### src/rtl/seg7_rx_decoder_pkg.sv
// Shared 7-segment constants (active-low, bit0=a .. bit6=g) and receive FSM encoding.
// Also consumed by the display encoder, so the pattern values must stay in sync with it.
package seg7_rx_decoder_pkg;

  localparam logic [6:0] SEG_0 = 7'h40;
  localparam logic [6:0] SEG_1 = 7'h79;
  localparam logic [6:0] SEG_2 = 7'h24;
  localparam logic [6:0] SEG_3 = 7'h30;
  localparam logic [6:0] SEG_4 = 7'h19;
  localparam logic [6:0] SEG_5 = 7'h12;
  localparam logic [6:0] SEG_6 = 7'h02;
  localparam logic [6:0] SEG_7 = 7'h78;
  localparam logic [6:0] SEG_8 = 7'h00;
  localparam logic [6:0] SEG_9 = 7'h10;
  localparam logic [6:0] SEG_A = 7'h08;
  localparam logic [6:0] SEG_B = 7'h03;
  localparam logic [6:0] SEG_C = 7'h46;
  localparam logic [6:0] SEG_D = 7'h21;
  localparam logic [6:0] SEG_E = 7'h06;
  localparam logic [6:0] SEG_F = 7'h0E;

  typedef enum logic {
    ST_IDLE    = 1'b0,
    ST_WAIT_LO = 1'b1
  } state_t;

endpackage

### src/rtl/seg7_rx_decoder_seg7_to_hex.sv
// Combinational active-low segment pattern -> hex nibble decode, with a flag for non-hex codes.
// Zero latency; no flow control.
module seg7_to_hex
  import seg7_rx_decoder_pkg::*;
(
  input  logic [6:0] seg_i,
  output logic [3:0] nib_o,
  output logic       vld_o
);

  always_comb begin
    nib_o = 4'h0;
    vld_o = 1'b1;
    case (seg_i)
      SEG_0: nib_o = 4'h0;
      SEG_1: nib_o = 4'h1;
      SEG_2: nib_o = 4'h2;
      SEG_3: nib_o = 4'h3;
      SEG_4: nib_o = 4'h4;
      SEG_5: nib_o = 4'h5;
      SEG_6: nib_o = 4'h6;
      SEG_7: nib_o = 4'h7;
      SEG_8: nib_o = 4'h8;
      SEG_9: nib_o = 4'h9;
      SEG_A: nib_o = 4'hA;
      SEG_B: nib_o = 4'hB;
      SEG_C: nib_o = 4'hC;
      SEG_D: nib_o = 4'hD;
      SEG_E: nib_o = 4'hE;
      SEG_F: nib_o = 4'hF;
      default: vld_o = 1'b0;
    endcase
  end

endmodule

### src/rtl/seg7_rx_decoder.sv
// Pairs decoded 7-segment digits (high then low) into bytes; flags bad codes and missing low digit.
// Results/pulses appear 1 clk after the sampling edge; no backpressure, every strobe is consumed.
module seg7_rx_decoder
  import seg7_rx_decoder_pkg::*;
#(
  parameter int TIMEOUT = 1000,
  parameter int TO_W    = 10
) (
  input  logic       clk,
  input  logic       resetn,
  input  logic [6:0] seg_in,
  input  logic       seg_valid,
  output logic [7:0] out_byte,
  output logic       out_valid,
  output logic       err_invalid,
  output logic       err_timeout,
  output logic       busy,
  output logic [7:0] byte_count
);

  localparam logic [TO_W-1:0] TO_LAST = TO_W'(TIMEOUT - 1);

  state_t          state_q, state_d;
  logic [3:0]      hi_q, hi_d;
  logic [TO_W-1:0] timer_q, timer_d;
  logic [7:0]      out_byte_q, out_byte_d;
  logic [7:0]      cnt_q, cnt_d;
  logic            out_valid_q, out_valid_d;
  logic            err_inv_q, err_inv_d;
  logic            err_to_q, err_to_d;

  logic [3:0]      dec_nib;
  logic            dec_vld;

  seg7_to_hex u_dec (
    .seg_i (seg_in),
    .nib_o (dec_nib),
    .vld_o (dec_vld)
  );

  always_comb begin
    state_d     = state_q;
    hi_d        = hi_q;
    timer_d     = timer_q;
    out_byte_d  = out_byte_q;
    cnt_d       = cnt_q;
    out_valid_d = 1'b0;
    err_inv_d   = 1'b0;
    err_to_d    = 1'b0;
    case (state_q)
      ST_IDLE: begin
        if (seg_valid) begin
          if (dec_vld) begin
            hi_d    = dec_nib;
            timer_d = '0;
            state_d = ST_WAIT_LO;
          end else begin
            err_inv_d = 1'b1;
          end
        end
      end
      ST_WAIT_LO: begin
        // A strobe takes priority over the timer, even on the expiry cycle.
        if (seg_valid) begin
          state_d = ST_IDLE;
          if (dec_vld) begin
            out_byte_d  = {hi_q, dec_nib};
            out_valid_d = 1'b1;
            cnt_d       = cnt_q + 8'd1;
          end else begin
            err_inv_d = 1'b1;
          end
        end else if (timer_q == TO_LAST) begin
          err_to_d = 1'b1;
          state_d  = ST_IDLE;
        end else begin
          timer_d = timer_q + 1'b1;
        end
      end
      default: state_d = ST_IDLE;
    endcase
  end

  always_ff @(posedge clk or negedge resetn) begin
    if (!resetn) begin
      state_q     <= ST_IDLE;
      hi_q        <= 4'h0;
      timer_q     <= '0;
      out_byte_q  <= 8'h00;
      cnt_q       <= 8'h00;
      out_valid_q <= 1'b0;
      err_inv_q   <= 1'b0;
      err_to_q    <= 1'b0;
    end else begin
      state_q     <= state_d;
      hi_q        <= hi_d;
      timer_q     <= timer_d;
      out_byte_q  <= out_byte_d;
      cnt_q       <= cnt_d;
      out_valid_q <= out_valid_d;
      err_inv_q   <= err_inv_d;
      err_to_q    <= err_to_d;
    end
  end

  assign out_byte    = out_byte_q;
  assign out_valid   = out_valid_q;
  assign err_invalid = err_inv_q;
  assign err_timeout = err_to_q;
  assign busy        = (state_q == ST_WAIT_LO);
  assign byte_count  = cnt_q;

endmodule
### config.mk
export PLATFORM = sky130hd
export DESIGN_NAME = seg7_rx_decoder
export DESIGN_NICKNAME = d
export VERILOG_FILES = /design/src/rtl/seg7_rx_decoder_pkg.sv /design/src/rtl/seg7_rx_decoder_seg7_to_hex.sv /design/src/rtl/seg7_rx_decoder.sv
export SDC_FILE = /design/constraint.sdc
export NUM_CORES = 1
export LEC_CHECK = 0
export ABC_AREA = 1
export BUFFER_PORTS_ARGS = -buffer_cell sky130_fd_sc_hd__clkbuf_2
export CAP_MARGIN = 20
export CORE_MARGIN = 2
export CORE_UTILIZATION = 30
export DETAILED_ROUTE_END_ITERATION = 8
export HOLD_SLACK_MARGIN = 0.15
export PLACE_DENSITY = 0.5
export SYNTH_ARGS = -nofsm -noshare
export SYNTH_HDL_FRONTEND = slang
export SYNTH_SLANG_ARGS = --single-unit
### constraint.sdc
create_clock -name clk -period 3.3 [get_ports clk]
set_input_delay 0.66 -clock clk [delete_from_list [all_inputs] [get_ports clk]]
set_output_delay 0.66 -clock clk [all_outputs]
set_load 0.02 [all_outputs]
==> results.tsv, run 1 <==
stage	metric	value	unit
worst_setup_path	CP endpoint kind	flop	
worst_setup_path	CP required	3.53	ns
route	Vias	1878	
yosys	YS warnings	0	
final_layout	Layout area overhead	14.9	%
cts	H-tree lvl count	2	
timing	RSZ-0062 raised after global routing	false	
cts	Clock Tree Root	clkbuf_8	
cts	CTS tree	built	
yosys	Adder-Cell Fraction of Synth Area	2.43	%
timing	fmax	0.462	GHz
route	DRC	0	
worst_setup_path	cell mode on critical path	nand2_1	
power_and_ir_drop	sw frac	30.3	%
die	core area	6720	um2
timing	Period Utilization, post-route	65.5	%
cts	Worst-path clk slew	0.07	ns
cts	Post-CTS Setup Bufs	0	
die	Die ar.	7530	um2
final_layout	design area	2360	um2
grt	global-route wire length before repair	7890	um
die	FP Rows	30	
timing	Slew Limit Fails	0	
yosys	post-synthesis mux area share	0	%
power_and_ir_drop	Sw Pwr	0.285	mW
die	Initial Util	30.6	%
final_layout	FF/Latch Area	851	um2
final_layout	FILL cells	738	
worst_setup_path	Crit-path slowest cell	dfrtp_1	
place	GPL Wtd Cong	0.821	
cts	post-CTS sizing	0	
worst_setup_path	Worst Setup Path Type	reg2reg	
cts	clk sinks	34	
place	DP Worst Slack	1.03	ns
power_and_ir_drop	Cell Int Power	0.655	mW
die	# IOs	30	
timing	PnR worst setup slack	1.14	ns
worst_setup_path	CP Cell Sequence	ha_1 > nand2_1 > inv_1 > nand3_1 > o21bai_1 > inv_1 > nand2_1 > or2_2 > nand2_1	
cts	hold_buf cts	0	
final_layout	number of nets in the layout	331	
die	Die Ht	86.8	um
power_and_ir_drop	Gate power share	15.2	%
place	port bufs	29	
final_layout	layout cells sized above 1	14.2	%
cts	TritonCTS Buffers	5	
power_and_ir_drop	Static Leak	1.26	nW
final_layout	Post-Layout Cell Count	398	
place	dpl cells	390	
yosys	Post-Synth XOR/XNOR Area	3.83	%
yosys	largest cells by area after synthesis	dfrtp_1 41%, nand2_1 16%, nand3_1 11%	
yosys	Yosys top cell area share	41.4	%
worst_setup_path	CP max FO	11	
min_path	Hold WC Path Type	in2async	
yosys	synthesized flop and latch total	34	
yosys	Yosys top cell by area	dfrtp_1	
final_layout	n_diodes	0	
route	initial DRC count	95	
worst_setup_path	crit start category	flop	
yosys	syn avg cell area	7.16	um2
grt	vias in the first global route	1726	
yosys	Post-Syn Area	2060	um2
grt	initial antenna violation count	0	
power_and_ir_drop	Power Total	0.940	mW
outcome	status	complete, no violations	
timing	Clock Skews	0.00824	ns
timing	total negative setup slack	0	ns
route	DR WL/cell	11.5	um
die	Die X	86.8	um
yosys	main combinational cell family by area after synthesis	simple AND/OR/NAND/NOR gates	
timing	Worst-Margin Slew	0.855	ns
timing	worst hold slack	0.464	ns
route	DRT Pass-1 Iters	4	
place	cell area after placement	2270	um2
yosys	cells after synthesis	287	
worst_setup_path	critical path's largest stage delay	0.45	ns
timing	min Tclk post-route	2.16	ns
timing	Final Setup Violations	0	
grt	GRT Total Usage	13.2	%
timing	Hold Fails Final Rpt	0	
worst_setup_path	critical path's top delay family	simple AND/OR/NAND/NOR gates	
cts	CTS Buffer Depth	2	
power_and_ir_drop	Max VDD drop	0.137	mV
power_and_ir_drop	Clk pwr share	34.4	%
worst_setup_path	crit path DAT	2.40	ns
worst_setup_path	worst path buffer plus inverter count	2	
cts	Clk Latency, worst-skew pair	0.29	ns
yosys	Synth Net Count	301	
final_layout	multi-input logic area	1070	um2
route	DRT antenna net count	0	
grt	largest net degree at the start of global routing	35	
route	final WL	4560	um
yosys	Compound-Gate Fraction of Synth Area	4.63	%
yosys	simple-gate share of the synthesized area	41.3	%
route	DR vias/cell	4.72	
timing	Worst slew margin	43.0	%
grt	gr ovfl total	0	
power_and_ir_drop	Power Dens Cells	398	nW/um2
yosys	post-synthesis sequential area ratio	41.4	%
place	HPWL Detailed	3320	um
power_and_ir_drop	Sequential Power Share	50.4	%
yosys	Unique masters post-synth	25	
run	max-cap violations	0	
final_layout	Util after Layout	35.1	%
[worst register-to-register path: stages (launching register included)]
cell and delay, ns:
dfrtp_1 0.45, ha_1 0.24, nand2_1 0.11, inv_1 0.07
nand3_1 0.13, o21bai_1 0.08, inv_1 0.28, nand2_1 0.32
or2_2 0.36, nand2_1 0.06
[state kept, by name, summed over array words and instances, names as in the netlist]
name,flops
busy,1
byte_count,8
err_invalid,1
err_timeout,1
hi_q,4
out_byte,8
out_valid,1
timer_q,10
[layout by cell type (no fill, tap or decap), types with 3 or more instances in the layout]
cell type,n
ha_1,4
nor3b_1,3
o21ai_0,10
nand2_1,85
inv_1,24
nor2_1,42
xnor2_1,4
clkbuf_2,29
nor3_1,5
a21oi_1,5
dfrtp_1,34
nand3_1,45
nand4_1,4
clkbuf_8,6
xor2_1,5
[cells by family (layout without fill, tap and decap cells)]
logic type / count (synthesis) / count (layout)
AND/OR/NAND/NOR: 191 / 191
buffers and inverters: 31 / 62
flip-flops: 34 / 34
XOR/XNOR: 9 / 9
adder cells (fa/ha/maj): 4 / 4
AO/OA/AOI/OAI: 18 / 18
[final timing paths]
path,from,end,slack (ns),cells past startpoint
worst max-delay path,timer_q[0]$_DFFE_PN0P_,timer_q[0]$_DFFE_PN0P_,1.14,9
worst min-delay path,resetn,byte_count[4]$_DFFE_PN0P_,0.46,1
worst max register to register,timer_q[0]$_DFFE_PN0P_,timer_q[0]$_DFFE_PN0P_,1.14,9
worst min register to register,out_byte[6]$_DFFE_PN0P_,out_byte[6]$_DFFE_PN0P_,0.47,2
max in group asynchronous,resetn,timer_q[1]$_DFFE_PN0P_,2.30,1
min in group clk,out_byte[6]$_DFFE_PN0P_,out_byte[6]$_DFFE_PN0P_,0.47,2
[synthesized netlist by cell type, drive strengths merged]
master,count
a21oi,5
buf,5
clkbuf,2
dfrtp,34
ha,4
inv,24
nand2,87
nand3,47
nand4,4
nor2,44
nor3,5
nor3b,3
o21ai,11
o21bai,2
or2,1
xnor2,4
xor2,5
[layout make-up]
| cell class | count | area share (%) |
|---|---|---|
| Timing Repair Buffer | 30 | 6.47 |
| Clock inverter | 2 | 0.530 |
| Multi-Input combinational cell | 222 | 45.4 |
| Sequential cell | 34 | 36.0 |
| Clock buffer | 6 | 3.50 |
| Inverter | 24 | 3.82 |
| Tap cell | 80 | 4.24 |
[power groups by stage]
stage	Combinational, mW	Clock (mW)	Sequential [mW]
floorplan	0.0818	0	0.488
global placement	0.145	0	0.480
detailed placement	0.146	0	0.481
CTS	0.145	0.342	0.473
global route	0.166	0.356	0.479
finish	0.143	0.324	0.473
[metal layers]
layer,GRT usage (%),share of wire (%),vias to the layer above
met2,20.4,45,46
met3,3.14,4.4,11
met1,17.5,48,839
met5,0,0,-
li1,-,-,982
met4,5.82,2.4,0
Note: power is estimated with default switching activity, not from simulation.
==> run 2: changes to the inputs <==
--- a/config.mk
+++ b/config.mk
@@ -5,14 +5,14 @@
 export SDC_FILE = /design/constraint.sdc
 export NUM_CORES = 1
 export LEC_CHECK = 0
-export ABC_AREA = 1
+export ABC_AREA = 0
 export BUFFER_PORTS_ARGS = -buffer_cell sky130_fd_sc_hd__clkbuf_2
 export CAP_MARGIN = 20
 export CORE_MARGIN = 2
 export CORE_UTILIZATION = 30
 export DETAILED_ROUTE_END_ITERATION = 8
 export HOLD_SLACK_MARGIN = 0.15
-export PLACE_DENSITY = 0.5
+export PLACE_DENSITY = 0.51
 export SYNTH_ARGS = -nofsm -noshare
 export SYNTH_HDL_FRONTEND = slang
 export SYNTH_SLANG_ARGS = --single-unit
==> constraint.sdc (replaced) <==
create_clock -name clk -period 2 [get_ports clk]
set_input_delay 0.4 -clock clk [delete_from_list [all_inputs] [get_ports clk]]
set_output_delay 0.4 -clock clk [all_outputs]
set_load 0.02 [all_outputs]
==> run 2 against run 1 <==
  * Area after synthesis is 5.4% lower
  * Die area down 5.1%
  * Critical path depth down 1
  * Synthesized cell count fell by 33%
  * Largest power group unchanged
  * Sequential share of layout area down 5.2 points
  * Global-route usage increased by 0.23 points
  * Combinational power rose to 3.3 times the previous value
  * Sequential power rose by 86%
  * Critical endpoint is now hi_q[3]$_DFFE_PN0P_
  * Count of clock-buffer cells in the layout is the same
  * Routed wire length grew 1.1%
  * Highest routed layer unchanged
==> results.tsv, run 2 <==
stage	metric	value	unit	change
outcome	status	complete, no violations		unchanged
timing	PnR worst setup slack	0.0225	ns	was 1.14 ns
yosys	count leader, synth	dfrtp_1		was nand2_1
grt	initial antenna violation count	0		unchanged
worst_setup_path	CP required	2.18	ns	was 3.53 ns
worst_setup_path	CP Cell Sequence	clkbuf_8 > buf_6 > nor2b_4 > a32o_2 > a31o_4 > or4_4 > nand2_4 > mux2_4		was ha_1 > nand2_1 > inv_1 > nand3_1 > o21bai_1 > inv_1 > nand2_1 > or2_2 > nand2_1
die	Initial Util	30.8	%	was 30.6%
yosys	cells after synthesis	191		was 287
final_layout	commonest cells after routing, fill and taps aside	34 x dfrtp_1, 31 x buf_4, 22 x clkbuf_2, 17 x nand2_1		was 85 x nand2_1, 45 x nand3_1, 42 x nor2_1, 34 x dfrtp_1, 29 x clkbuf_2
worst_setup_path	cell depth of the worst setup path	8		was 9
min_path	Hold WC Path Type	in2reg		was in2async
grt	GRT Total Usage	13.4	%	was 13.2%
timing	Slew Limit Fails	0		unchanged
final_layout	commonest non-fill, non-tap cell in the layout	dfrtp_1		was nand2_1
power_and_ir_drop	Static Leak	1.32	nW	was 1.26 nW
place	HPWL Detailed	3280	um	was 3320 um
timing	Worst slew margin	63.9	%	was 43.0%
final_layout	max FFs per register	10		unchanged
yosys	Synth Flop Type	dfrtp_1		unchanged
final_layout	Util after Layout	43.7	%	was 35.1%
cts	TritonCTS Buffers	5		unchanged
final_layout	number of nets in the layout	275		was 331
run	max-cap violations	0		unchanged
timing	min Tclk post-route	1.98	ns	
route	DRC	0		unchanged
grt	gr ovfl total	0		unchanged
place	dpl cells	324		was 390
cts	clk sinks	34		unchanged
grt	largest net degree at the start of global routing	35		unchanged
place	GPL Wtd Cong	0.817		was 0.821
route	DR WL/cell	13.6	um	was 11.5 um
worst_setup_path	Crit Reg-Reg Endpoint	timer_q[7]$_DFFE_PN0P_		was timer_q[0]$_DFFE_PN0P_
power_and_ir_drop	Max VDD drop	0.461	mV	was 0.137 mV
yosys	syn avg cell area	10.2	um2	was 7.16 um2
route	DR vias/cell	4.95		was 4.72
yosys	Yosys top cell by area	dfrtp_1		unchanged
final_layout	n_diodes	0		unchanged
worst_setup_path	critical path's top delay family	simple AND/OR/NAND/NOR gates		unchanged
route	DRT Pass-1 Iters	4		unchanged
timing	Period Utilization, post-route	98.9	%	
worst_setup_path	CP max FO	4		was 11
die	Die Ht	84.5	um	was 86.8 um
cts	Clk Latency, worst-skew pair	0.29	ns	about the same
worst_setup_path	worst setup path end	hi_q[3]$_DFFE_PN0P_		was timer_q[0]$_DFFE_PN0P_
timing	Clock Skews	0.00582	ns	was 0.00824 ns
place	port bufs	29		unchanged
final_layout	Post-Layout Cell Count	339		was 398
worst_setup_path	critical path's largest stage delay	0.60	ns	was 0.45 ns
yosys	synthesized flop and latch total	34		unchanged
worst_setup_path	Crit-path slowest cell	or4_4		was dfrtp_1
worst_setup_path	CP endpoint kind	flop		unchanged
yosys	Synth Net Count	205		was 301
place	DP Worst Slack	-0.376	ns	was 1.03 ns
yosys	YS warnings	0		unchanged
cts	CTS tree	built		unchanged
worst_setup_path	crit path DAT	2.15	ns	was 2.40 ns
route	DRT antenna net count	0		unchanged
die	Die ar.	7150	um2	was 7530 um2
yosys	fraction of registers with async set/reset	100	%	unchanged
min_path	hold path cells	2		
yosys	largest cells by area after synthesis	dfrtp_1 44%, mux2_2 3.5%, nand2_1 3.3%		was dfrtp_1 41%, nand2_1 16%, nand3_1 11%
timing	Worst-Margin Slew	0.528	ns	was 0.855 ns
route	Vias	1677		was 1,878
timing	Hold Fails Final Rpt	0		unchanged
timing	fmax	0.506	GHz	
final_layout	Layout area overhead	41.9	%	was 14.9%
yosys	Post-synth EDFFs	0		unchanged
worst_setup_path	RR Startpoint	timer_q[6]$_DFFE_PN0P_		was timer_q[0]$_DFFE_PN0P_
power_and_ir_drop	Power Dens Cells	682	nW/um2	was 398 nW/um2
cts	Clock Tree Root	clkbuf_8		unchanged
yosys	top cells by count, synth	34 x dfrtp_1, 17 x nand2_1, 12 x o21ai_0		was 85 x nand2_1, 45 x nand3_1, 42 x nor2_1
yosys	Yosys top cell area share	43.7	%	was 41.4%
worst_setup_path	crit start category	input port		was flop
worst_setup_path	Worst Setup Path Type	in2reg		was reg2reg
route	initial DRC count	87		was 95
final_layout	largest reg by FF count	timer_q		unchanged
route	final WL	4620	um	was 4560 um
final_layout	layout cells sized above 1	40.8	%	was 14.2%
die	core area	6310	um2	was 6720 um2
yosys	Unique masters post-synth	54		was 25
cts	H-tree lvl count	2		unchanged
cts	Worst-path clk slew	0.07	ns	about the same
die	FP Rows	29		was 30
timing	Final Setup Violations	0		unchanged
worst_setup_path	Worst Reg-to-Reg Cells	7		was 9
timing	total negative setup slack	0	ns	unchanged
yosys	post-synthesis sequential area ratio	43.7	%	was 41.4%
die	# IOs	30		unchanged
die	Die X	84.5	um	was 86.8 um
grt	vias in the first global route	1588		was 1,726
grt	global-route wire length before repair	7670	um	was 7890 um
worst_setup_path	worst path buffer plus inverter count	2		unchanged
worst_setup_path	R2R setup slack	0.25	ns	was 1.14 ns
worst_setup_path	Worst Setup SP	seg_in[6]		was timer_q[0]$_DFFE_PN0P_
yosys	Post-Syn Area	1950	um2	was 2060 um2
power_and_ir_drop	Power Total	1.88	mW	was 0.940 mW
cts	CTS Buffer Depth	2		unchanged
[run 2: worst min-delay path by stage]
stage                                 to  slack [ns]      start
2_1_floorplan             busy$_DFF_PN0_        0.10     resetn
3_3_place_gp   byte_count[7]$_DFFE_PN0P_        0.46     resetn
3_5_place_dp   byte_count[6]$_DFFE_PN0P_        0.46     resetn
4_1_cts            err_timeout$_DFF_PN0_        0.39  seg_valid
5_1_grt            err_timeout$_DFF_PN0_        0.41  seg_valid
6_report           err_timeout$_DFF_PN0_        0.39  seg_valid
[run 2: final cells by class]
| type | instances | area, um2 |
|---|---|---|
| clock buffers | 6 | 82.6 |
| clock inverters | 2 | 12.5 |
| flip-flops and latches | 34 | 851 |
| repair buffers | 70 | 566 |
| well taps | 77 | 96.3 |
| multi-input cells | 142 | 1120 |
| inverters | 8 | 30.0 |
| fillers | 629 | 3550 |
[run 2: timing repair]
action	CTS	global route
hold buffers	1	0
pin swaps	7	5
hold endpoints to repair	28	0
gates resized for setup	17	20
setup buffers	3	3
gates cloned	1	0
endpoints found under the setup margin	17	20
[run 2: power by group]
part           internal, mW  switching (mW)
sequential            0.790          0.0891
combinational         0.232           0.238
clock                 0.277           0.259
[run 2: through the flow]
| stage | hold WS, ns | cell area (um2) |
|---|---|---|
| final | 0.394 | 2760 |
| after detailed placement | 0.456 | 2450 |
| after global placement | 0.457 | 2450 |
| after global routing | 0.411 | 2760 |
| after floorplan | 0.104 | 1990 |
| after CTS | 0.389 | 2680 |
[run 2: worst reg2reg max path: cells and delay by family (launching register included)]
kind / cells / cell delay [ns]
buffers and inverters: 1 / 0.18
AND/OR/NAND/NOR: 3 / 0.61
AO/OA/AOI/OAI: 3 / 0.41
flip-flops: 1 / 0.45
[run 2: metal layers]
metal	share of wire, %	vias to the layer above	global-route usage [%]
li1	-	852	-
met1	46	787	17.8
met2	49	28	21.3
met3	3.1	10	3.15
met4	2.3	0	5.19
met5	0	-	0
[run 2: cell families after synthesis]
kind of cell,Yosys count,share of synthesized area (%)
compound gates,46,18.8
fa+ha+maj,4,2.57
simple gates,73,21.4
flops,34,43.7
mux,10,5.79
buf+inv,16,4.12
xor+xnor,8,3.60
==> run 3: changes to the inputs <==
--- a/config.mk
+++ b/config.mk
@@ -6,13 +6,13 @@
 export NUM_CORES = 1
 export LEC_CHECK = 0
 export ABC_AREA = 0
-export BUFFER_PORTS_ARGS = -buffer_cell sky130_fd_sc_hd__clkbuf_2
 export CAP_MARGIN = 20
 export CORE_MARGIN = 2
 export CORE_UTILIZATION = 30
 export DETAILED_ROUTE_END_ITERATION = 8
+export DONT_BUFFER_PORTS = 1
 export HOLD_SLACK_MARGIN = 0.15
-export PLACE_DENSITY = 0.51
+export PLACE_DENSITY = 0.47
 export SYNTH_ARGS = -nofsm -noshare
 export SYNTH_HDL_FRONTEND = slang
 export SYNTH_SLANG_ARGS = --single-unit
==> constraint.sdc (replaced) <==
create_clock -name clk -period 2 [get_ports clk]
set_input_delay 0.3 -clock clk [delete_from_list [all_inputs] [get_ports clk]]
set_output_delay 0.3 -clock clk [all_outputs]
set_load 0.02 [all_outputs]
==> run 3 against run 2 <==
  * Clock power is 46% higher
  * Critical path depth is 1 lower
  * Total power is 6.0% higher
  * Final area is 16% lower
  * Non-clock buffer count is 53 lower
  * Count of clock-buffer cells in the layout stayed put
  * Global-route usage is 1.1 points lower
  * Routed wire length is 10% lower
  * Core utilization is 6.9 points lower
  * Sequential share of layout area is 5.9 points higher
  * Critical endpoint is now byte_count[7]$_DFFE_PN0P_
  * Largest power group unchanged
==> results.tsv, run 3 (synthesis results as in run 2) <==
stage	metric	value	unit	change
cts	H-tree lvl count	2		unchanged
power_and_ir_drop	Power Total	2.00	mW	was 1.88 mW
timing	Clock Skews	0.00386	ns	was 0.00582 ns
outcome	status	complete, no violations		unchanged
die	Die ar.	7150	um2	unchanged
place	GPL Wtd Cong	0.764		was 0.817
timing	Slew Limit Fails	0		unchanged
worst_setup_path	crit start category	input port		unchanged
cts	Clk Latency, worst-skew pair	0.28	ns	was 0.29 ns
timing	Worst-Margin Slew	0.459	ns	was 0.528 ns
worst_setup_path	CP required	2.21	ns	was 2.18 ns
die	Initial Util	30.8	%	unchanged
route	DRT antenna net count	0		unchanged
route	initial DRC count	59		was 87
place	port bufs	0		was 29
die	Die Ht	84.5	um	unchanged
timing	RSZ-0062 raised after global routing	false		
final_layout	Post-Layout Cell Count	285		was 339
cts	TritonCTS Buffers	5		unchanged
cts	CTS Buffer Depth	2		unchanged
final_layout	layout cells sized above 1	21.6	%	was 40.8%
power_and_ir_drop	Power Dens Cells	859	nW/um2	was 682 nW/um2
timing	Worst slew margin	69.1	%	was 63.9%
route	Vias	1486		was 1,677
grt	vias in the first global route	1438		was 1,588
die	Die X	84.5	um	unchanged
grt	GRT Total Usage	12.3	%	was 13.4%
route	DR WL/cell	14.5	um	was 13.6 um
worst_setup_path	CP endpoint kind	flop		unchanged
min_path	Hold WC Path Type	in2reg		unchanged
timing	Period Utilization, post-route	88.5	%	was 98.9%
die	FP Rows	29		unchanged
timing	Hold Fails Final Rpt	0		unchanged
cts	Clock Tree Root	clkbuf_8		unchanged
cts	Post-CTS Setup Bufs	0		was 3
timing	total negative setup slack	0	ns	unchanged
final_layout	n_diodes	0		unchanged
route	DRT Pass-1 Iters	4		unchanged
place	cell area after placement	2130	um2	was 2450 um2
cts	CTS tree	built		unchanged
die	core area	6310	um2	unchanged
timing	Final Setup Violations	0		unchanged
place	HPWL Detailed	2900	um	was 3280 um
cts	Worst-path clk slew	0.07	ns	about the same
die	# IOs	30		unchanged
route	DRC	0		unchanged
worst_setup_path	crit path DAT	1.98	ns	was 2.15 ns
power_and_ir_drop	Max VDD drop	0.550	mV	was 0.461 mV
grt	initial antenna violation count	0		unchanged
final_layout	Layout area overhead	19.4	%	was 41.9%
final_layout	commonest cells after routing, fill and taps aside	33 x dfrtp_1, 17 x nand2_1, 12 x o21ai_0, 12 x buf_4, 11 x nor2_1		was 34 x dfrtp_1, 31 x buf_4, 22 x clkbuf_2, 17 x nand2_1
place	dpl cells	273		was 324
final_layout	number of nets in the layout	221		was 275
worst_setup_path	Worst Setup Path Type	in2reg		unchanged
final_layout	Util after Layout	36.8	%	was 43.7%
route	final WL	4140	um	was 4620 um
final_layout	largest reg by FF count	timer_q		unchanged
final_layout	FILL cells	651		was 629
power_and_ir_drop	Static Leak	1.04	nW	was 1.32 nW
timing	min Tclk post-route	1.77	ns	was 1.98 ns
grt	global-route wire length before repair	7130	um	was 7670 um
route	DR vias/cell	5.21		was 4.95
final_layout	design area	2320	um2	was 2760 um2
final_layout	max FFs per register	10		unchanged
run	max-cap violations	0		unchanged
final_layout	commonest non-fill, non-tap cell in the layout	dfrtp_1		unchanged
grt	largest net degree at the start of global routing	35		unchanged
grt	gr ovfl total	0		unchanged
cts	clk sinks	34		unchanged
timing	fmax	0.565	GHz	was 0.506 GHz
worst_setup_path	CP max FO	15		was 4
run 3: cell types whose count changed in the layout (fill, tap and decap cells not counted), moves of 2 or more:
cell,change
dlygate4sd3_1,+2
buf_4,-19
clkbuf_2,-22
buf_8,-2
mux2_4,-3
bufinv_16,+2
clkbuf_8,-3
mux2_2,+3
a21oi_1,+2
buf_6,-9
run 3: worst max-delay path: stages:
cell	delay, ns
nor4b_1	0.44
a21oi_1	0.19
o31ai_4	0.27
o41ai_4	0.13
buf_12	0.17
nor4_1	0.31
xor2_1	0.17
run 3: worst paths after layout:
path | depth (start not counted) | end | from | slack (ns)
max | 7 | byte_count[7]$_DFFE_PN0P_ | seg_in[2] | 0.23
min | 2 | out_valid$_DFF_PN0_ | seg_valid | 0.18
max reg2reg | 5 | timer_q[9]$_DFFE_PN0P_ | busy$_DFF_PN0_ | 0.33
min reg2reg | 1 | hi_q[2]$_DFFE_PN0P_ | hi_q[2]$_DFFE_PN0P_ | 0.50
max in group asynchronous | 2 | busy$_DFF_PN0_ | resetn | 1.35
min in group asynchronous | 2 | byte_count[7]$_DFFE_PN0P_ | resetn | 0.46
run 3: final cells by class:
cell class              count  area [um2]  share of cell area (%)
well taps                  77        96.3                    4.15
inverters                   8        30.0                    1.29
flip-flops and latches     34         852                    36.7
clock buffers               6        82.6                    3.55
clock inverters             2        60.1                    2.58
repair buffers             17         160                    6.89
multi-input cells         141        1040                    44.9
run 3: metal layers:
| layer | track usage (%) | up-vias | part of all wire, % |
|---|---|---|---|
| met5 | 0 | - | 0 |
| met4 | 4.33 | 0 | 1.0 |
| met3 | 3.64 | 4 | 4.3 |
| met2 | 18.5 | 34 | 45 |
| met1 | 16.9 | 715 | 49 |
| li1 | - | 733 | - |
run 3: timing repair:
action                    in CTS  in global routing
hold endpoints to repair      35                  1
hold buffers                   3                  1
gates resized for setup        0                  0
run 3: power by group:
part | internal, mW | switching (mW) | total (mW)
clock | 0.532 | 0.252 | 0.784
sequential | 0.789 | 0.141 | 0.931
combinational | 0.152 | 0.130 | 0.282
run 3: through the flow:
| stage | worst slack, ns | hold WS (ns) |
|---|---|---|
| global route | 0.0895 | 0.181 |
| CTS | 0.242 | 0.150 |
| finish | 0.229 | 0.183 |
| detailed placement | -0.0525 | 0.00540 |
| floorplan | -0.148 | 0.00441 |
| global placement | -0.0528 | 0.00538 |
